File: src/rtl/instr_sequencer.sv
// instr_sequencer: IDLE/DECODE/EXEC control FSM that decodes one 16-bit instruction per handshake
// and drives the alu/RegBank datapath selects, write enable and flag strobe.
module instr_sequencer #(
  parameter int REGS = 16,
  parameter bit IMM_SEXT = 1'b1
) (
  input  logic            clk,
  input  logic            reset,
  input  logic [15:0]     instr,
  input  logic            instr_valid,
  output logic            instr_ready,
  output logic [3:0]      srcSel,
  output logic [3:0]      dstSel,
  output logic            regImmSel,
  output logic [15:0]     imm,
  output logic [7:0]      opcode,
  output logic [REGS-1:0] regEnable,
  output logic            flags_we,
  output logic            busy,
  output logic [15:0]     retired
);
  typedef enum logic [1:0] {IDLE, DECODE, EXEC} state_t;
  state_t state, stateNext;
  logic [15:0] instrQ;
  logic accept, rType, sext, nop, noWrite;
  assign accept = state == IDLE && instr_valid;
  assign rType = instr[15:12] == 4'h0;
  assign sext = IMM_SEXT && (instr[15:12] == 4'h5 || instr[15:12] == 4'h9 || instr[15:12] == 4'hB);
  assign nop = instrQ == 16'h0000;
  // CMP and CMPI only update flags
  assign noWrite = (instrQ[15:12] == 4'h0 && instrQ[7:4] == 4'hB) || instrQ[15:12] == 4'hB;
  always_ff @(posedge clk or negedge reset)
    if (!reset) state <= IDLE;
    else state <= stateNext;
  always_comb begin
    stateNext = state == IDLE ? (accept ? DECODE : IDLE) : state == DECODE ? EXEC : IDLE;
    instr_ready = state == IDLE;
    busy = !instr_ready;
    flags_we = state == EXEC && !nop;
    regEnable = '0;
    if (state == EXEC && !nop && !noWrite) regEnable = {{(REGS-1){1'b0}}, 1'b1} << instrQ[11:8];
  end
  // controls are decoded as the instruction is latched so they are stable for all of DECODE and EXEC
  always_ff @(posedge clk or negedge reset)
    if (!reset) begin
      instrQ <= '0;
      srcSel <= '0;
      dstSel <= '0;
      regImmSel <= 1'b0;
      imm <= '0;
      opcode <= '0;
      retired <= '0;
    end else begin
      if (accept) begin
        instrQ <= instr;
        srcSel <= rType ? instr[3:0] : instr[11:8];
        dstSel <= instr[11:8];
        regImmSel <= !rType;
        imm <= rType ? 16'h0000 : sext ? {{8{instr[7]}}, instr[7:0]} : {8'h00, instr[7:0]};
        opcode <= rType ? {4'h0, instr[7:4]} : {instr[15:12], 4'h0};
      end
      if (state == EXEC) retired <= retired + 16'd1;
    end
endmodule
File: config.mk
export PLATFORM = sky130hd
export DESIGN_NAME = instr_sequencer
export DESIGN_NICKNAME = d
export VERILOG_FILES = /design/src/rtl/instr_sequencer.sv
export SDC_FILE = /design/constraint.sdc
export NUM_CORES = 1
export LEC_CHECK = 0
export ABC_AREA = 1
export CORE_ASPECT_RATIO = 1.25
export CORE_UTILIZATION = 46
export DETAILED_ROUTE_END_ITERATION = 8
export HOLD_SLACK_MARGIN = 0.03
export PLACE_DENSITY = 0.79
export SLEW_MARGIN = 30
export SYNTH_ARGS = -nofsm -noshare
export SYNTH_HDL_FRONTEND = slang
export SYNTH_SLANG_ARGS = --single-unit
File: constraint.sdc
create_clock -name clk -period 1.8 [get_ports clk]
set_input_delay 0.18 -clock clk [delete_from_list [all_inputs] [get_ports clk]]
set_output_delay 0.18 -clock clk [all_outputs]
set_load 0.01 [all_outputs]
**Word level (Yosys, flattened, before mapping)**

Cells that the tools add are included.
W data, S select, Z words.

- Add/subtract/negate cells: 1
- Equality and inequality tests: 7
- Shift-type cells: 1
- Muxes and demuxes: 8
- Reductions and logical operators: 15

Operators with widths:

| kind | count |
|---|---|
| $mux W16 | 3 |
| $add A16 B1 Y16 const B | 1 |
| $eq A4 B4 Y1 const B | 4 |
| $logic_not A16 Y1 | 1 |
| $shl A1 B4 Y16 const A | 1 |
| $logic_not A4 Y1 | 2 |
| $mux W8 | 1 |
| $eq A4 B3 Y1 const B | 1 |
| $logic_and A1 B1 Y1 | 4 |
| $logic_not A1 Y1 | 4 |
| $mux W2 | 2 |
| $mux W4 | 1 |
| $logic_or A1 B1 Y1 | 3 |
| $eq A2 B1 Y1 const B | 1 |
| $eq A2 B2 Y1 const B | 1 |
| $logic_not A2 Y1 | 1 |
| $mux W1 | 1 |

- Flip-flop bits (word level): 67
- Bits of input ports: 19
- Output and inout bits: 68
- Logic and storage cells: 40

**Logic depth before layout (Yosys ltp)**

Gate-level depths: netlist of the first run.

- Depth in word-level cells: 6
- Mapped depth: 8

**Least setup slack after synthesis of the first run**

OpenSTA, ideal clock, no wires.

- Path type: register -> output
- Start: reg instrQ[8]
- End: out regEnable[10]
- Arrival time: 1177 ps
- Data required time: 1620 ps
- Slack: 443 ps
- Cell stages (with the launch flop): 9
- Buffers on the path: 2
- Cell sequence: dfrtp_1 buf_6 nor2_8 nand2_2 nor2_2 nand2_2 nand3_4 buf_12 nor2_2

- Longest elaborated chain between the ends: 5
- Elaborated cells between the ends (all ways): 6
- Those cells by class: 1 x shift; 1 x mux; 4 x reduce/logical

Ends and longest elaborated chain:

| item | RTL line | RTL |
|---|---|---|
| start, declared | 24 | `logic [15:0] instrQ;` |
| start signal, assigned | 55 | `instrQ <= instr;` |
| $logic_not A16 Y1 | 29 | `assign nop = instrQ == 16'h0000;` |
| $logic_not A1 Y1 | 41 | `if (state == EXEC && !nop && !noWrite) regEnable = {{(REGS-1){1'b0}}, 1'b1} << instrQ[11:8];` |
| $logic_and A1 B1 Y1 (2 in series) | 41 |  |
| $mux W16 * | 41 |  |
| end, declared | 17 | `output logic [REGS-1:0] regEnable,` |

Every way passes the cells marked *; elsewhere a longest branch is shown, timed or not.

**Worst setup path after layout of the first run**

- Start: reg instrQ[13]
- End: out regEnable[11]

- Longest elaborated chain between the ends: 6
- Elaborated cells between the ends (all ways): 10
- Those cells by class: 1 x eq/ne; 1 x mux; 8 x reduce/logical

Ends and longest elaborated chain:

| item | RTL line | RTL |
|---|---|---|
| $logic_not A4 Y1 | 31 | `assign noWrite = (instrQ[15:12] == 4'h0 && instrQ[7:4] == 4'hB) \|\| instrQ[15:12] == 4'hB;` |
| $logic_and A1 B1 Y1 | 31 |  |
| $logic_or A1 B1 Y1 | 31 |  |
| $logic_not A1 Y1 | 41 |  |
| $logic_and A1 B1 Y1 * | 41 |  |
| $mux W16 * | 41 |  |

Marked as above.

==> flow_summary.yaml, run 1 <==
placed_design:
  port_buffers: 86
  place_area_um2: 3630
  routabilityCongestion: 0.793
  hpwlAfterDp_um: 4730
  placed_cells: 466
  dp_slack_ns: -0.0194
min_path:
  holdCritPathClass: "input pin to async pin"
floorplan:
  pin_count: 87
  core_region_area_um2: 5820
  die_x_um: 71.4
  floorplan.die_area_um2: 6340
  start_util_pct: 47.6
  std_cell_rows: 31
  die_h_um: 88.7
timing:
  clock_skew_ns: 0.00720
  max-slew-margin-rel_pct: 68.0
  whs_ns: 0.351
  setup_viol_count_final: 15
  hold_violations: 0
  slew_violations: 0
  worstMarginPinSlew_ns: 0.479
  fin_crit_ns: 1.92
  final.setup.tns_ns: -1.31
  rsz0062_at_grt: "yes"
  setup_slack_ns: -0.118
  fin_crit_sh_pct: 107
  clock.fmax_ghz: 0.521
yosys:
  synth_seq_cells: 56
  synth_nets: 344
  synth_cells: 324
  yosysSeqAreaShare_pct: 50.6
  netlist_area_um2: 2770
  synth.avg_cell_area_um2: 8.55
  yosysUniqueCellTypes: 25
  yosys_warnings: 0
global_routing:
  grt_pass1_wl_um: 11100
  grt_overflow: 0
  antenna_found_initial: 0
  grt_pass1_vias: 2410
  grt_max_degree: 38
  grt_use_total_pct: 22.7
flow_run:
  cap_violations: 0
drt:
  wl_um: 6780
  vias: 2527
  vias_per_cell: 5.14
  drtAntennaViolNets: 0
  wl_per_cell_um: 13.8
  dr.pass1.iters: 6
  drc: 10
  drt_iter0_drc: 178
outcome:
  outcome: "finished with violations"
  violations: "DRC, setup timing"
cts:
  clk_latency_ns: 0.31
  numClockSinks: 56
  cts_tree: "built"
  cts_made_buffers: 5
  clk_root_buffer_cell: "clkbuf_8"
  h-tree-depth: 2
  clk_pin_slew_ns: 0.10
  clk_path_buf_depth: 2
worst_setup_path:
  crit_end: "regEnable[11]"
  worst_ep_arrival_time_ns: 1.74
  reg2reg_slack_ns: 0.36
  start_kind: "register"
  r2r_cells: 9
  r2r_start: "state[0]"
  r2r-end: "retired[14]"
  worstPathRequired_ns: 1.62
  worstSetupStartpoint: "instrQ[13]"
  setup.worst_path.class: "register to output port"
  critPathCaptureType: "output port"
  cp_max_fo: 8
finish:
  final_common_cell: "nand2_1"
  final_cell_mix: "82 x nand2_1, 68 x clkdlybuf4s50_1, 54 x dfrtp_1, 27 x inv_1, 25 x nor2_1"
  final_area_um2: 3910
  post-route-util_pct: 67.2
  diodes: 0
  drive_gt1_share_pct: 21.6
  nNetsFinal: 445
  finalNonFillerCells: 492
  area_delta_synth_final_pct: 41.2
pwr:
  peakVddDrop_mv: 0.692
  powerDensity_nw_per_um2: 975
  leakagePower_nw: 1.85
  totalPowerFinal_mw: 3.81
state kept, by name (all words and copies together) (netlist names):
signal     count
imm            9
state          2
retired       16
regImmSel      1
srcSel         4
opcode         8
instrQ        16
synthesized netlist by cell type:
| cell | n | area [µm²] |
|---|---|---|
| nand2_1 | 82 | 308 |
| nor2_2 | 15 | 93.8 |
| buf_6 | 4 | 45.0 |
| o21ai_0 | 20 | 100 |
| o21ai_1 | 11 | 55.1 |
| nand4_1 | 16 | 100 |
| nand3_4 | 1 | 17.5 |
| buf_4 | 13 | 97.6 |
| xnor2_1 | 4 | 35.0 |
| nor2_8 | 1 | 20.0 |
| buf_2 | 5 | 25.0 |
| buf_12 | 1 | 20.0 |
| ha_1 | 1 | 12.5 |
| inv_2 | 3 | 11.3 |
| dfrtp_1 | 56 | 1400 |
| nor2_1 | 31 | 116 |
| inv_1 | 27 | 101 |
| nor3_1 | 1 | 5.00 |
| nand2_2 | 5 | 31.3 |
| nand3_1 | 16 | 80.1 |
| o21a_1 | 1 | 7.51 |
| xor2_1 | 7 | 61.3 |
| nand3b_1 | 1 | 7.51 |
| a21oi_1 | 1 | 5.00 |
| nor2_4 | 1 | 11.3 |
per-layer routing:
metal  track usage [%]  wire, µm  vias up  part of all wire (%)
li1                  -         -     1214                     -
met1              27.0      2740     1207                    40
met2              39.7      3410       94                    50
met3              5.81       474       12                   7.0
met4              8.55       150        0                   2.2
met5                 0         0        -                     0
cell families (layout without fill, tap and decap cells):
logic type               Yosys count  count (layout)  share of synthesized area (%)
AO/OA/AOI/OAI                     33              33                           6.06
XOR/XNOR                          11              11                           3.48
adder cells (fa/ha/maj)            1               1                          0.452
buffers and inverters             53             154                           10.8
flip-flops                        56              56                           50.6
AND/OR/NAND/NOR                  170             171                           28.6
worst max-delay path, cell delays in order (launching register included):
cell and delay [ns]:
dfrtp_1 0.42, nor2_1 0.14, nand3_2 0.13, nor2_2 0.11, nor2_2 0.05, buf_4 0.14
nand3_4 0.15, buf_6 0.12, nor2_2 0.03, buf_2 0.13
cell type report:
| type | instances | area (µm²) |
|---|---|---|
| tap | 66 | 82.6 |
| inverter | 30 | 113 |
| clock inverter | 2 | 13.8 |
| timing repair buffer | 116 | 1070 |
| fill | 477 | 1910 |
| sequential | 56 | 1400 |
| multi-input combinational | 216 | 1140 |
| clock buffer | 6 | 82.6 |
how the worst min path moves through the flow:
stage                     start          to  slack (ns)
final                     reset    state[1]        0.35
after global routing      reset  instrQ[10]        0.38
after CTS                 reset  instrQ[10]        0.35
after detailed placement  reset  retired[4]        0.16
after global placement    reset  retired[4]        0.17
after floorplan           reset      imm[0]       -0.12
what timing repair did:
| action | in CTS | in global routing |
|---|---|---|
| gates cloned | 1 | 0 |
| gates resized for setup | 78 | 24 |
| hold buffers | 1 | 0 |
| endpoints found under the setup margin | 17 | 17 |
| buffers inserted | 15 | 3 |
| endpoints found under the hold margin | 19 | 0 |
| pin swaps | 5 | 5 |
report_power, final:
group / internal (mW) / switching [mW]
registers: 1.50 / 0.197
logic: 0.703 / 0.687
clock network: 0.316 / 0.411
(Power assumes the default switching activity.)
==> run 2: changes to the inputs <==
--- a/config.mk
+++ b/config.mk
@@ -8,7 +8,9 @@
 export ABC_AREA = 1
 export CORE_ASPECT_RATIO = 1.25
 export CORE_UTILIZATION = 46
+export CTS_CLUSTER_DIAMETER = 40
 export DETAILED_ROUTE_END_ITERATION = 8
+export GPL_TIMING_DRIVEN = 0
 export HOLD_SLACK_MARGIN = 0.03
 export PLACE_DENSITY = 0.79
 export SLEW_MARGIN = 30
==> run 2 against run 1 <==
Compared with the run above:
- the flow still finishes with violations (DRC, setup timing)
- critical path depth increased by 1
- sequential share of layout area decreased by 0.96 points
- count of clock-buffer cells in the layout increased by 2
- first-iteration DRC count decreased by 29%
- routed wire length increased by 2.2%
- critical endpoint is now regEnable[5]
- die area unchanged
- highest routed layer unchanged
- non-clock buffer count increased by 9
- maximum frequency increased by 0.19%
- sequential power about the same
- global-route usage increased by 0.063 points
==> flow_summary.yaml, run 2 (synthesis results as in run 1) <==
outcome:
  outcome: "finished with violations"
  violations: "DRC, setup timing"
timing:
  hold_violations: 0
  worstMarginPinSlew_ns: 0.371
  setup_viol_count_final: 14
  rsz0062_at_grt: "yes"
  max-slew-margin-rel_pct: 75.3
  clock_skew_ns: 0.00572
  clock.fmax_ghz: 0.522
  slew_violations: 0
  fin_crit_sh_pct: 106
  whs_ns: 0.322
  fin_crit_ns: 1.91
  setup_slack_ns: -0.114
pwr:
  power_frac_comb_pct: 38.5
  powerDensity_nw_per_um2: 970
  leakagePower_nw: 1.88
  peakVddDrop_mv: 0.613
  totalPowerFinal_mw: 3.89
  p_int_mw: 2.59
  seqPwrFrac_pct: 43.4
  p_clk_share_pct: 18.1
  swShare_pct: 33.4
  p_switching_mw: 1.30
finish:
  area_delta_synth_final_pct: 44.9
  final_cell_mix: "82 x nand2_1, 68 x clkdlybuf4s50_1, 55 x dfrtp_1, 27 x inv_1, 25 x nor2_1"
  finalNonFillerCells: 500
  diodes: 0
  final_common_cell: "nand2_1"
  reg_top3: "instrQ (16), retired (16), imm (9)"
  nNetsFinal: 453
  drive_gt1_share_pct: 21.9
floorplan:
  pin_count: 87
  std_cell_rows: 31
  die_h_um: 88.7
  core_region_area_um2: 5820
  die_x_um: 71.4
  floorplan.die_area_um2: 6340
  start_util_pct: 47.6
flow_run:
  cap_violations: 0
global_routing:
  use_met3_pct: 4.44
  grt_max_degree: 30
  grt_use_total_pct: 22.7
  grt_util_met2_pct: 42.1
  met1_usage_pct: 26.1
  grt_pass1_wl_um: 11000
  grt_overflow: 0
  grt-busiest-layer: "met2"
  antenna_found_initial: 0
  grt_pass1_vias: 2332
placed_design:
  dp_slack_ns: -0.146
  routabilityCongestion: 0.833
  port_buffers: 86
  hpwlAfterDp_um: 5020
  placed_cells: 477
cts:
  h-tree-depth: 2
  cts_tree: "built"
  numClockSinks: 56
  clk_root_buffer_cell: "clkbuf_8"
  clk_latency_ns: 0.31
  cts_made_buffers: 5
  clk_pin_slew_ns: 0.09
  clk_path_buf_depth: 2
worst_setup_path:
  slowest_delay_ns: 0.40
  cp_slowest_cell: "dfrtp_1"
  worst_ep_arrival_time_ns: 1.73
  reg2reg_slack_ns: 0.39
  setup.worst_path.class: "register to output port"
  cp_max_fo: 6
  start_kind: "register"
  r2r-end: "retired[14]"
  crit_end: "regEnable[5]"
  critPathCaptureType: "output port"
  r2r_start: "retired[0]"
  r2r_cells: 8
  path_cells: "buf_6, nor2_4, nand2_4, nor2_4, nand2_2, nand3_4, buf_6, buf_12, nor2_4, buf_6"
  worstSetupStartpoint: "instrQ[11]"
  worstPathRequired_ns: 1.62
drt:
  wl_per_cell_um: 13.8
  drtAntennaViolNets: 0
  drt_iter0_drc: 126
  vias_per_cell: 5.04
  wl_um: 6920
  dr.pass1.iters: 8
  drc: 10
  vias: 2520
min_path:
  holdCritPathClass: "input pin to async pin"
run 2: cell types whose count changed in the layout (fill, tap and decap cells not counted), sizes merged:
cell         change
buf              +9
clkbuf           +1
clkinv           -1
dlygate4sd2      +1
inv              -1
nand3            -1
run 2: how the worst min path moves through the flow:
| stage | endpoint | slack [ns] | cells past startpoint |
|---|---|---|---|
| global route | retired[4] | 0.34 | 2 |
| floorplan | imm[0] | -0.12 | 0 |
| detailed placement | retired[4] | 0.12 | 1 |
| CTS | retired[8] | 0.33 | 2 |
| global placement | instrQ[0] | 0.45 | 2 |
| finish | retired[8] | 0.32 | 2 |
run 2: critical path, delay by kind of cell (launching register included):
kind	cells	cell delay [ns]
buffers and inverters	4	0.51
flip-flops	1	0.40
AND/OR/NAND/NOR	6	0.53
run 2: through the flow:
step	utilization, %	instance area, µm²	setup TNS [ns]
floorplan	-	2770	0
global placement	63.8	3710	-63.54
detailed placement	64.1	3730	-1.44
CTS	66.6	3870	-0.858
global route	69.0	4010	-2.06
finish	69.0	4010	-0.902
run 2: layout make-up:
class / count / area, µm²
fillers: 480 / 1810
flip-flops and latches: 56 / 1400
multi-input cells: 215 / 1150
repair buffers: 103 / 991
plain buffers: 22 / 186
inverters: 30 / 113
clock buffers: 8 / 90.1
well taps: 66 / 82.6
run 2: routing by layer:
layer	part of all wire, %	up-vias
met5	0	-
met3	6.8	10
met1	39	1192
met2	53	90
li1	-	1228
met4	1.7	0
run 2: what timing repair did:
item                                    in CTS  in global routing
resized for setup                           78                 24
pin swaps                                    4                  4
buffers inserted                             7                  8
cloned                                       1                  0
endpoints found under the setup margin      17                 16
hold buffers                                 1                  0
hold endpoints to repair                    27                  0
run 2: power groups by stage:
stage,clock network (mW),registers [mW],logic (mW)
after floorplan,0,1.74,0.643
after global placement,0,1.69,1.30
after detailed placement,0,1.70,1.33
after CTS,0.716,1.68,1.44
after global routing,0.771,1.72,1.64
final,0.706,1.69,1.50
==> run 3: changes to the inputs <==
--- a/config.mk
+++ b/config.mk
@@ -10,7 +10,7 @@
 export CORE_UTILIZATION = 46
 export CTS_CLUSTER_DIAMETER = 40
 export DETAILED_ROUTE_END_ITERATION = 8
-export GPL_TIMING_DRIVEN = 0
+export GPL_ROUTABILITY_DRIVEN = 0
 export HOLD_SLACK_MARGIN = 0.03
 export PLACE_DENSITY = 0.79
 export SLEW_MARGIN = 30
==> results of run 3 <==
Final layout, timing and power as in run 1 (identical DEF).
